===== src/rtl/ksa_gen.sv =====
// RC4-style key-scheduling engine driving an external single-port synchronous S-box RAM.
// Optional identity-fill pass, then six cycles per index: read S[i], read S[j], write both.
module ksa_gen #(
  parameter int KEY_BYTES = 3,
  parameter int AW        = 8,
  parameter int INIT_EN   = 1
) (
  input  logic                   clk,
  input  logic                   rst_n,
  input  logic                   en,
  output logic                   rdy,
  output logic                   done,
  input  logic [8*KEY_BYTES-1:0] key,
  output logic [AW-1:0]          addr,
  input  logic [AW-1:0]          rddata,
  output logic [AW-1:0]          wrdata,
  output logic                   wren
);

  localparam int            KW     = (KEY_BYTES > 1) ? $clog2(KEY_BYTES) : 1;
  localparam logic [AW-1:0] LAST_I = '1;
  localparam logic [KW-1:0] LAST_K = KW'(KEY_BYTES - 1);

  typedef enum logic [2:0] {
    IDLE, FILL, RD_I, CAP_I, RD_J, CAP_J, WR_J, WR_I
  } state_e;

  state_e                   state_q, state_d;
  logic [AW-1:0]            i_q, i_d, j_q, j_d;
  logic [KW-1:0]            k_q, k_d;
  logic [8*KEY_BYTES-1:0]   key_q, key_d;
  logic [AW-1:0]            si_q, si_d, sj_q, sj_d;
  logic [AW-1:0]            addr_q, addr_d, wrdata_q, wrdata_d;
  logic                     wren_q, wren_d, rdy_q, rdy_d, done_q, done_d;

  // Key byte k (byte 0 is the most significant), truncated or zero-extended to AW bits.
  function automatic logic [AW-1:0] key_byte(input logic [8*KEY_BYTES-1:0] kv,
                                             input logic [KW-1:0]          idx);
    logic [7:0] b;
    b = 8'(kv >> (8 * (KEY_BYTES - 1 - int'(idx))));
    return AW'(b);
  endfunction

  always_ff @(posedge clk or negedge rst_n) begin
    if (!rst_n) begin
      state_q  <= IDLE;
      i_q      <= '0;
      j_q      <= '0;
      k_q      <= '0;
      addr_q   <= '0;
      wrdata_q <= '0;
      wren_q   <= 1'b0;
      rdy_q    <= 1'b1;
      done_q   <= 1'b0;
    end else begin
      state_q  <= state_d;
      i_q      <= i_d;
      j_q      <= j_d;
      k_q      <= k_d;
      addr_q   <= addr_d;
      wrdata_q <= wrdata_d;
      wren_q   <= wren_d;
      rdy_q    <= rdy_d;
      done_q   <= done_d;
    end
  end

  // Key copy and swap operands are pure data and need no reset.
  always_ff @(posedge clk) begin
    key_q <= key_d;
    si_q  <= si_d;
    sj_q  <= sj_d;
  end

  always_comb begin
    state_d = state_q;
    i_d     = i_q;
    j_d     = j_q;
    k_d     = k_q;
    key_d   = key_q;
    si_d    = si_q;
    sj_d    = sj_q;
    case (state_q)
      IDLE: begin
        if (en) begin
          key_d   = key;
          i_d     = '0;
          j_d     = '0;
          k_d     = '0;
          state_d = (INIT_EN != 0) ? FILL : RD_I;
        end
      end
      FILL: begin
        i_d = i_q + 1'b1;
        if (i_q == LAST_I) state_d = RD_I;
      end
      RD_I:  state_d = CAP_I;
      CAP_I: begin
        si_d    = rddata;
        j_d     = j_q + rddata + key_byte(key_q, k_q);
        state_d = RD_J;
      end
      RD_J:  state_d = CAP_J;
      CAP_J: begin
        sj_d    = rddata;
        state_d = WR_J;
      end
      WR_J:  state_d = WR_I;
      WR_I: begin
        i_d     = i_q + 1'b1;
        k_d     = (k_q == LAST_K) ? '0 : k_q + 1'b1;
        state_d = (i_q == LAST_I) ? IDLE : RD_I;
      end
      default: state_d = IDLE;
    endcase
  end

  // Outputs are registered: they are derived from the state being entered.
  always_comb begin
    addr_d   = addr_q;
    wrdata_d = wrdata_q;
    wren_d   = 1'b0;
    rdy_d    = (state_d == IDLE);
    done_d   = (state_q == WR_I) && (state_d == IDLE);
    case (state_d)
      FILL: begin
        addr_d   = i_d;
        wrdata_d = i_d;
        wren_d   = 1'b1;
      end
      RD_I: addr_d = i_d;
      RD_J: addr_d = j_d;
      WR_J: begin
        addr_d   = j_q;
        wrdata_d = si_q;
        wren_d   = 1'b1;
      end
      WR_I: begin
        addr_d   = i_q;
        wrdata_d = sj_q;
        wren_d   = 1'b1;
      end
      default: ;
    endcase
  end

  assign addr   = addr_q;
  assign wrdata = wrdata_q;
  assign wren   = wren_q;
  assign rdy    = rdy_q;
  assign done   = done_q;

endmodule


===== config.mk =====
export PLATFORM = sky130hd
export DESIGN_NAME = ksa_gen
export DESIGN_NICKNAME = d
export VERILOG_FILES = /design/src/rtl/ksa_gen.sv
export SDC_FILE = /design/constraint.sdc
export NUM_CORES = 1
export LEC_CHECK = 0
export BUFFER_PORTS_ARGS = -buffer_cell sky130_fd_sc_hd__buf_2
export CORE_ASPECT_RATIO = 1.25
export CORE_UTILIZATION = 58
export CTS_CLUSTER_SIZE = 8
export DETAILED_ROUTE_END_ITERATION = 10
export PLACE_DENSITY = 0.8
export SETUP_SLACK_MARGIN = 0.15
export SYNTH_ARGS = -nofsm -noshare
export SYNTH_HDL_FRONTEND = slang
export SYNTH_SLANG_ARGS = --single-unit

===== constraint.sdc =====
create_clock -name clk -period 4.7 [get_ports clk]
set_input_delay 0.94 -clock clk [delete_from_list [all_inputs] [get_ports clk]]
set_output_delay 0.94 -clock clk [all_outputs]
set_load 0.02 [all_outputs]

==> impl_metrics.tcl <==
set metrics [dict create \
    core_sq_mm 0.006689 \
    synth-compound-area-share_pct 18.59 \
    powerDensity_mw_per_mm2 283.0 \
    cts-buffers-inserted 9 \
    async_flop_share_pct 50.00 \
    synthAdderAreaFrac_pct 6.947 \
    crit_chain "inv_1, ha_1, and2_1, nand2_1, o21ai_0, nand2b_1, fa_1, inv_1, ha_1, inv_1, fa_1, nor2b_1, o2111ai_1, nand3_1, xnor3_1, o211ai_1" \
    hold_class "flip-flop to flip-flop" \
    drt_iter0_markers 327 \
    gp_congestion 0.9371 \
    synth_area_leaders "edfxtp_1 (29%), dfrtp_1 (24%), fa_1 (3.9%), a21oi_1 (3.7%), o21ai_0 (3.3%)" \
    synth_xor_area_share_pct 2.438 \
    dieArea_sq_mm 0.007423 \
    critPathKind "flip-flop to flip-flop" \
    clock-root-buffer "clkbuf_8" \
    drive_gt1_share_pct 19.48 \
    clockBufferDepth 2 \
    synthCells 371 \
    clk_pin_slew_ns 0.08 \
    synth_edf_count 40 \
    first_pass_iters 5 \
    fillers 511 \
    yosysWarningCount 0 \
    skew_ns 0.01460 \
    ys_ff_latch 80 \
    post_drt_wl_per_cell_microns 17.65 \
    timing.final.crit_period_ns 3.950 \
    drc 0 \
    peakVddDrop_mv 0.2157 \
    htree_levels 3 \
    cts.hold.buffers_added 0 \
    grtUsageTotal_pct 26.39 \
    maxSlewViolCount 0 \
    vias_per_cell 6.057 \
    final_hold_viol_count 0 \
    grt_first_pass_wirelength_microns 14430 \
    dp_hpwl_microns 6589 \
    syn_nets 424 \
    ant_nets 0 \
    ios 54 \
    cts_tree "done" \
    synth-main-ff-cell "edfxtp_1" \
    crit_path_start_kind "flip-flop" \
    synthMuxAreaShare_pct 2.529 \
    cp_data_required_time_ns 4.98 \
    yosysTopAreaCell "edfxtp_1" \
    crit_path_end_kind "flip-flop" \
    antenna_cells 0 \
    cts_num_sinks 80 \
    die_w_microns 77.26 \
    initial_utilization_pct 61.39 \
    drv_cap 0 \
    p_leak_nw 1.993 \
    finalSetupViolations 0 \
    worstMarginPinSlew_ns 1.147 \
    grt_pass1_vias 2975 \
    crit_path_frequent_cell "inv_1" \
    final_nets 474 \
    synthesis.area_sq_mm 0.004106 \
    status "completed" \
    grt_max_degree 41 \
    io_buffers 53 \
    ys_seq_area_share_pct 53.66 \
    timing.slew.headroom_pct 22.85 \
    cts_resized 0 \
    crit_family "adder cells" \
    tns_ns 0 \
    die_h_microns 96.08 \
    critPathSlowestCell "dfrtp_1" \
    crit_buf_inv 3 \
    yosys.area_share.simple_pct 11.61 \
    synth_top_area_share_pct 29.25 \
    syn_to_final_growth_pct 12.86 \
    postCtsSetupBuffers 0 \
    maxClockFrequency_ghz 0.2532 \
    synth_top_family_by_area "compound AO/OA/AOI/OAI gates" \
    path_max_fanout 13 \
    vias 3107 \
    rsz0062_at_grt "no" \
    utilization_pct 69.29 \
    postSynthAreaPerCell_sq_um 11.07 \
    cpPeakStageDelay_ns 0.57 \
    clk_latency_ns 0.36 \
    antenna_found_initial 0 \
    yosysUniqueCellTypes 62 \
    wirelength_microns 9056 \
    grt-ovfl-total 0 \
    arrival_ns 4.23 \
    fin_crit_sh_pct 84.05 \
    row_count 33 \
]
-- per-stage QoR --
stage | setup slack (ns) | cells | area [sq um] | power (mW) | hold WS [ns]
3_3_place_gp | 0.9461 | 497 | 4432 | 0.8115 | 0.4567
6_report | 0.7499 | 513 | 4634 | 1.312 | 0.4762
5_1_grt | 0.4625 | 513 | 4634 | 1.345 | 0.5172
2_1_floorplan | 0.9776 | 371 | 4106 | 0.7835 | 0.4661
4_1_cts | 0.7542 | 513 | 4634 | 1.311 | 0.4858
3_5_place_dp | 0.7652 | 497 | 4432 | 0.8147 | 0.4688
-- synthesized netlist by cell type (3+ instances only) --
library cell / instances
xnor2_1: 5
inv_1: 20
dfrtp_1: 39
buf_2: 10
o22ai_1: 3
nor2_1: 29
mux2i_1: 7
a22oi_1: 12
a21o_1: 3
ha_1: 10
nand3_1: 8
and2_1: 3
o21a_1: 3
o31ai_1: 4
clkbuf_1: 7
fa_1: 8
a22o_1: 6
nor3_1: 9
nor2b_1: 4
or3_1: 3
nand2b_1: 5
o21ai_0: 27
nand2_1: 26
edfxtp_1: 40
and3_1: 4
o211ai_1: 3
a21oi_1: 30
-- cell usage in the layout (no fill, tap or decap), drive strengths merged, types with 6 or more instances in the layout --
cell type  count
edfxtp        40
a22oi         12
buf           58
a22o           6
nand2         26
a21oi         31
ha            10
nand3          8
fa             8
nor2          29
mux2i          7
xnor2          6
clkbuf        13
inv           21
dfrtp         39
nor3           9
o21ai         29
-- power by group --
| group | total (mW) | internal (mW) | switching (mW) |
|---|---|---|---|
| clock network | 0.512 | 0.258 | 0.254 |
| registers | 0.738 | 0.737 | 0.00118 |
| logic | 0.0618 | 0.0290 | 0.0327 |
| total | 1.31 | 1.02 | 0.288 |
-- registers in the layout (all words and copies together), names as in the netlist --
name / count
done: 1
i_q: 8
si_q: 8
j_q: 8
key_q: 24
sj_q: 8
wrdata: 8
k_q: 2
addr: 8
wren: 1
rdy: 1
state_q: 3
-- tightest hold or removal path: cells and delay by family (launching register included) --
| family | cells | cell delay, ns |
|---|---|---|
| AOI/OAI and AO/OA | 1 | 0.05 |
| DFF | 1 | 0.34 |
| and+or+nand+nor | 1 | 0.05 |
-- area by class of cell --
class	count	area (sq um)	share of cell area [%]
tap	87	108.9	2.349
timing repair buffer	58	302.8	6.533
clock buffer	13	181.4	3.915
multi-input combinational	250	1734	37.42
sequential	80	2203	47.54
clock inverter	3	21.27	0.4590
inverter	22	82.58	1.782
-- final timing paths --
path,from,endpoint,slack (ns),depth (start not counted)
worst max-delay path,k_q[0],addr[7],0.75,16
worst min-delay path,addr[3],addr[3],0.48,2
worst max register to register,k_q[0],addr[7],0.75,16
worst min register to register,addr[3],addr[3],0.48,2
max in group asynchronous,rst_n,j_q[7],3.44,1
min in group asynchronous,rst_n,addr[4],0.71,1
-- layer usage --
metal,vias up,share of wire [%],GRT usage (%)
li1,1465,-,-
met1,1501,41,30.64
met2,116,51,45.87
met3,25,4.1,3.981
met4,0,4.3,17.30
met5,-,0,0
-- cells by family (layout without fill, tap and decap cells) --
kind of cell,after synthesis,count (layout)
AO/OA/AOI/OAI,114,114
adder cells (fa/ha/maj),18,18
XOR/XNOR,9,9
buffers and inverters,41,96
multiplexers,9,9
flip-flops,80,80
AND/OR/NAND/NOR,100,100
No activity file was read; power rests on OpenSTA's default activity.
